**config.mk**
```make
export PLATFORM = sky130hd
export DESIGN_NAME = duck_hit_detector
export DESIGN_NICKNAME = d
export VERILOG_FILES = /design/src/rtl/duck_hit_detector.sv
export SDC_FILE = /design/constraint.sdc
export NUM_CORES = 1
export LEC_CHECK = 0
export BUFFER_PORTS_ARGS = -buffer_cell sky130_fd_sc_hd__buf_4
export CAP_MARGIN = 10
export CORE_MARGIN = 3
export CORE_UTILIZATION = 62
export CTS_BUF_LIST = sky130_fd_sc_hd__clkbuf_8
export DETAILED_ROUTE_END_ITERATION = 16
export PLACE_DENSITY = 0.95
export SYNTH_ARGS = -nofsm -noshare
export SYNTH_HDL_FRONTEND = slang
export SYNTH_SLANG_ARGS = --single-unit
```
**constraint.sdc**
```tcl
create_clock -name clk -period 3.2 [get_ports clk]
set_input_delay 0.64 -clock clk [delete_from_list [all_inputs] [get_ports clk]]
set_output_delay 0.64 -clock clk [all_outputs]
set_load 0.05 [all_outputs]
```
**src/rtl/duck_hit_detector.sv**
```systemverilog
// Purpose: tests each new left click against the duck bounding box; emits a one-cycle hit strobe, keeps shots and a score.
// Latency: click edge sampled at edge N, clicked_duck high in the cycle after edge N+2; shots/score update on the same edge.
// Backpressure: none; clicks arriving outside ARMED (capture, check, cooldown, no shots left, not in GAME) are dropped.
//
// Ports:
//   clk, rst             clock, synchronous active-high reset
//   state[1:0]           game state (01 = GAME; anything else is treated as not-in-game)
//   mouse_left           button level, already synchronous to clk
//   mouse_xpos/ypos[11:0] cursor position in pixels
//   duck_xpos/ypos[9:0]  duck top-left corner
//   clicked_duck         registered one-cycle hit pulse
//   shots_left[1:0]      registered remaining shots for the current duck
//   hit_count[7:0]       registered hit score, saturating at 255
//   out_of_shots         registered level: in GAME with no shots left
module duck_hit_detector #(
    parameter int DUCK_W       = 64,
    parameter int DUCK_H       = 64,
    parameter int SHOTS        = 3,
    parameter int COOLDOWN_CYC = 16
) (
    input  logic        clk,
    input  logic        rst,
    input  logic [1:0]  state,
    input  logic        mouse_left,
    input  logic [11:0] mouse_xpos,
    input  logic [11:0] mouse_ypos,
    input  logic [9:0]  duck_xpos,
    input  logic [9:0]  duck_ypos,
    output logic        clicked_duck,
    output logic [1:0]  shots_left,
    output logic [7:0]  hit_count,
    output logic        out_of_shots
);

    localparam logic [1:0]    ST_GAME   = 2'b01;
    localparam int            CW        = (COOLDOWN_CYC > 1) ? $clog2(COOLDOWN_CYC) : 1;
    localparam logic [CW-1:0] CD_LOAD   = CW'(COOLDOWN_CYC - 1);
    localparam logic [CW-1:0] CD_ONE    = CW'(1);
    localparam logic [1:0]    SHOTS_L   = 2'(SHOTS);
    localparam logic [12:0]   DUCK_W_13 = 13'(DUCK_W);
    localparam logic [12:0]   DUCK_H_13 = 13'(DUCK_H);

    typedef enum logic [2:0] {
        S_IDLE,
        S_ARMED,
        S_CAPTURE,
        S_CHECK,
        S_COOLDOWN
    } fsm_t;

    fsm_t          fsm_q, fsm_d;
    logic          btn_q, btn_d;
    logic [11:0]   mx_q, mx_d, my_q, my_d;
    logic [9:0]    dx_q, dx_d, dy_q, dy_d;
    logic          in_box_q, in_box_d;
    logic [CW-1:0] cd_cnt_q, cd_cnt_d;
    logic          clicked_duck_q, clicked_duck_d;
    logic [1:0]    shots_left_q, shots_left_d;
    logic [7:0]    hit_count_q, hit_count_d;
    logic          out_of_shots_q, out_of_shots_d;

    logic          in_game;
    logic          click;
    logic [12:0]   mx13, my13, dx13, dy13;
    logic          in_box_c;

    assign in_game = (state == ST_GAME);
    assign click   = mouse_left & ~btn_q;

    // 13-bit compare: a duck near the 10-bit limit plus its size must not wrap past zero.
    assign mx13 = {1'b0, mx_q};
    assign my13 = {1'b0, my_q};
    assign dx13 = {3'b000, dx_q};
    assign dy13 = {3'b000, dy_q};
    assign in_box_c = (mx13 >= dx13) && (mx13 < dx13 + DUCK_W_13) &&
                      (my13 >= dy13) && (my13 < dy13 + DUCK_H_13);

    always_comb begin
        fsm_d          = fsm_q;
        btn_d          = mouse_left;
        mx_d           = mx_q;
        my_d           = my_q;
        dx_d           = dx_q;
        dy_d           = dy_q;
        in_box_d       = in_box_q;
        cd_cnt_d       = cd_cnt_q;
        clicked_duck_d = 1'b0;
        shots_left_d   = shots_left_q;
        hit_count_d    = hit_count_q;
        out_of_shots_d = in_game && (shots_left_q == 2'd0);

        if (!in_game) begin
            // Leaving GAME aborts anything in flight; score and shots hold for the END screen.
            fsm_d = S_IDLE;
        end else begin
            unique case (fsm_q)
                S_IDLE: begin
                    fsm_d        = S_ARMED;
                    shots_left_d = SHOTS_L;
                    hit_count_d  = 8'd0;
                end
                S_ARMED: begin
                    if (click && (shots_left_q != 2'd0)) begin
                        fsm_d = S_CAPTURE;
                        // Duck position is frozen here so a same-cycle position update is ignored.
                        mx_d  = mouse_xpos;
                        my_d  = mouse_ypos;
                        dx_d  = duck_xpos;
                        dy_d  = duck_ypos;
                    end
                end
                S_CAPTURE: begin
                    in_box_d = in_box_c;
                    fsm_d    = S_CHECK;
                end
                S_CHECK: begin
                    if (in_box_q) begin
                        clicked_duck_d = 1'b1;
                        shots_left_d   = SHOTS_L;
                        if (hit_count_q != 8'hFF) begin
                            hit_count_d = hit_count_q + 8'd1;
                        end
                    end else begin
                        shots_left_d = shots_left_q - 2'd1;
                    end
                    cd_cnt_d = CD_LOAD;
                    fsm_d    = S_COOLDOWN;
                end
                S_COOLDOWN: begin
                    if (cd_cnt_q == '0) begin
                        fsm_d = S_ARMED;
                    end else begin
                        cd_cnt_d = cd_cnt_q - CD_ONE;
                    end
                end
                default: fsm_d = S_IDLE;
            endcase
        end
    end

    always_ff @(posedge clk) begin
        if (rst) begin
            fsm_q          <= S_IDLE;
            btn_q          <= 1'b0;
            mx_q           <= '0;
            my_q           <= '0;
            dx_q           <= '0;
            dy_q           <= '0;
            in_box_q       <= 1'b0;
            cd_cnt_q       <= '0;
            clicked_duck_q <= 1'b0;
            shots_left_q   <= SHOTS_L;
            hit_count_q    <= 8'd0;
            out_of_shots_q <= 1'b0;
        end else begin
            fsm_q          <= fsm_d;
            btn_q          <= btn_d;
            mx_q           <= mx_d;
            my_q           <= my_d;
            dx_q           <= dx_d;
            dy_q           <= dy_d;
            in_box_q       <= in_box_d;
            cd_cnt_q       <= cd_cnt_d;
            clicked_duck_q <= clicked_duck_d;
            shots_left_q   <= shots_left_d;
            hit_count_q    <= hit_count_d;
            out_of_shots_q <= out_of_shots_d;
        end
    end

    assign clicked_duck = clicked_duck_q;
    assign shots_left   = shots_left_q;
    assign hit_count    = hit_count_q;
    assign out_of_shots = out_of_shots_q;

endmodule

```
==> flow_summary.toml <==
[clock_network]
ctsResizeCount = 0
cts.sinks = 65
cts_tree = "yes"
cts_hold_buf = 0
post_cts_buffers = 0
cts_buffers = 9
root_buffer = "clkbuf_8"
clockBufferDepth = 2
htree_levels = 3
path_clk_slew_ns = 0.07
clk_latency_ns = 0.35

[placed_design]
port_buffers = 60
dp_hpwl_mm = 5.28
place_congestion = 0.856

[setup_path]
path_cells = "inv_1, ha_1, nor3b_1, nand3b_1, or3_1, buf_4, nand2_1, a21oi_1"
start_kind = "register"
crit_fanout = 29
critical_path_class = "register to register"
crit_path_end_kind = "register"
max_stage_delay_ns = 0.56
arrival_ns = 2.53
crit_slowest_cell = "or3_1"
cp.required_ns = 3.40

[power]
p_seq_share_pct = 44.2
p_int_mw = 1.47
switching_share_pct = 20.7
p_leak_nw = 1.67
power.switching_uw = 384
vdd_drop_max_mv = 0.454
power.density_mw_per_mm2 = 451
pwr-share-clk_pct = 49.9
p_comb_share_pct = 5.9

[sta]
slew_headroom_pct = 61.1
finalSetupViolations = 0
fin_crit_ns = 2.32
clock_skew_ns = 0.0122
layout_worst_path_cycle_share_pct = 72.6
hold_viol = 0
max_freq_mhz = 430
drv_slew = 0
tns_ns = 0
rsz0062_at_grt = "no"
tightest_slew_ns = 0.583

[synth]
synth_area_mm2 = 0.00338
synth_ff_type = "dfxtp_1"
synth_edf_count = 0
synth_cells = 415
yosys_warnings = 0
syn_nets = 499
synth_cell_types = 51
ys_ff_latch = 65
syn_avg_cell_area_um2 = 8.14
ys_seq_area_share_pct = 38.5
async_flop_share_pct = 0

[final_layout]
layout-area-overhead-vs-synth_pct = 21.7
final-seq-area_mm2 = 0.00130
nNetsFinal = 555
antenna_cells = 0
multi_input_area_mm2 = 0.00189
fillerInstances = 350
layout-drive-gt1-share_pct = 18.7
final_util_pct = 79.5

[floorplan]
start_util_pct = 65.3
core_mm2 = 0.00517
die_x_um = 79.8
dieArea_mm2 = 0.00637
fp.dieH_um = 79.8
io_pins = 61
rows = 26

[global_routing]
antenna_found_initial = 0
grt_pass1_vias = 3020
grt_pass1_wl_mm = 13.4
grt_max_degree = 59
track_usage_pct = 26.7
overflow = 0

[detailed_routing]
routed_wl_mm = 7.78
drc = 0
via_per_inst = 5.58
drt-wirelength-per-cell_um = 14.2
vias = 3046
drt_iter0_drc = 154
firstDrtPassIters = 5
detail-route-antenna-nets = 0

[job]
cap_violations = 0

[hold_path]
hold_class = "register to register"

[outcome]
status = "finished, final reports clean"
placed cells by master (no fill, tap or decap), types with 3 or more instances in the layout:
cell type  instances
buf_4             62
a2111oi_0          3
a211oi_1           5
and2_1             3
dfxtp_1           65
and3_1             4
nand4_1            6
inv_1             27
a21o_1             8
nand4b_1           3
nand3_1            6
o21ai_0            6
nor2b_1            4
a21oi_1           55
nor3_1             4
xor2_1             3
bufinv_16          4
ha_1              35
nand2_1           99
clkbuf_8           9
nor2_1            16
xnor2_1            6
nand3b_1           3
nand2b_1           6
synthesized netlist by cell type, types with 2 or more instances:
cell type | instances | share of area, %
a2111oi_0 | 3 | 0.78
a211oi_1 | 5 | 1.1
a21o_1 | 8 | 1.8
a21oi_1 | 55 | 8.2
a311oi_1 | 2 | 0.52
and2_1 | 3 | 0.56
and3_1 | 4 | 0.74
buf_2 | 8 | 1.2
clkbuf_1 | 6 | 0.67
dfxtp_1 | 65 | 39
ha_1 | 35 | 13
inv_1 | 27 | 3.0
nand2_1 | 99 | 11
nand2b_1 | 6 | 1.1
nand3_1 | 6 | 0.89
nand3b_1 | 3 | 0.67
nand4_1 | 6 | 1.1
nand4b_1 | 3 | 0.78
nor2_1 | 16 | 1.8
nor2b_1 | 4 | 0.74
nor3_1 | 4 | 0.59
nor4_1 | 2 | 0.37
o211ai_1 | 2 | 0.44
o21a_1 | 2 | 0.44
o21ai_0 | 6 | 0.89
o21bai_1 | 2 | 0.44
o31ai_1 | 2 | 0.44
xnor2_1 | 6 | 1.6
xor2_1 | 3 | 0.78
cell type report:
type                            count  share of cell area, %
Tap cell                           70                   2.13
Multi-Input combinational cell    306                   45.9
Timing Repair Buffer               62                   11.3
Clock inverter                      7                   3.47
Clock buffer                        9                   3.01
Inverter                           27                   2.47
Sequential cell                    65                   31.7
routing by layer:
metal | wire length [um] | global-route usage, %
met5 | 0 | 0
met1 | 3250 | 29.7
met4 | 111 | 8.11
met3 | 440 | 8.13
met2 | 3970 | 48.7
critical path: cells and delay by family, from the launching register on:
family	cells	cell delay, ns
compound gates	1	0.07
buf+inv	2	0.40
flops	1	0.35
fa+ha+maj	1	0.20
simple gates	4	1.14
cell families (layout without fill, tap and decap cells):
group / Yosys count / count (layout) / synth area share [%]
xor+xnor: 9 / 9 / 2.33
simple gates: 167 / 167 / 23.4
compound gates: 94 / 94 / 16.7
flops: 65 / 65 / 38.5
mux: 1 / 1 / 0.296
fa+ha+maj: 35 / 35 / 13.0
buf+inv: 44 / 105 / 5.74
worst paths after layout:
path                              start                   end  slack (ns)  cells after the start
max          shots_left[0]$_SDFFE_PP1P_  mx_q[3]$_SDFFE_PP0P_        0.88                      8
min reg2reg        dx_q[5]$_SDFFE_PP0P_  dx_q[5]$_SDFFE_PP0P_        0.46                      2
max reg2reg  shots_left[0]$_SDFFE_PP1P_  mx_q[3]$_SDFFE_PP0P_        0.88                      8
min                dx_q[5]$_SDFFE_PP0P_  dx_q[5]$_SDFFE_PP0P_        0.46                      2
metrics by stage:
step	std cells	setup WS [ns]	hold WS, ns	area, um2	power, mW
after floorplan	415	0.991	0.436	3380	0.889
after global placement	530	0.882	0.444	3840	0.943
after detailed placement	530	0.804	0.446	3840	0.947
after CTS	546	0.885	0.455	4110	1.87
after global routing	546	0.640	0.481	4110	1.91
final	546	0.876	0.457	4110	1.85
power groups by stage:
stage | Combinational [mW] | Clock [mW] | Sequential [mW]
final | 0.110 | 0.925 | 0.820
after global routing | 0.121 | 0.969 | 0.820
after CTS | 0.110 | 0.936 | 0.819
after detailed placement | 0.109 | 0 | 0.838
after global placement | 0.105 | 0 | 0.838
after floorplan | 0.0464 | 0 | 0.842
state kept, by name, summed over array words and instances (netlist names):
register and count:
dy_q 10, cd_cnt_q 4, shots_left 2, mx_q 12, dx_q 10, in_box_q 1
clicked_duck 1, fsm_q 3, my_q 12, btn_q 1, out_of_shots 1, hit_count 8
(Power assumes the default switching activity.)
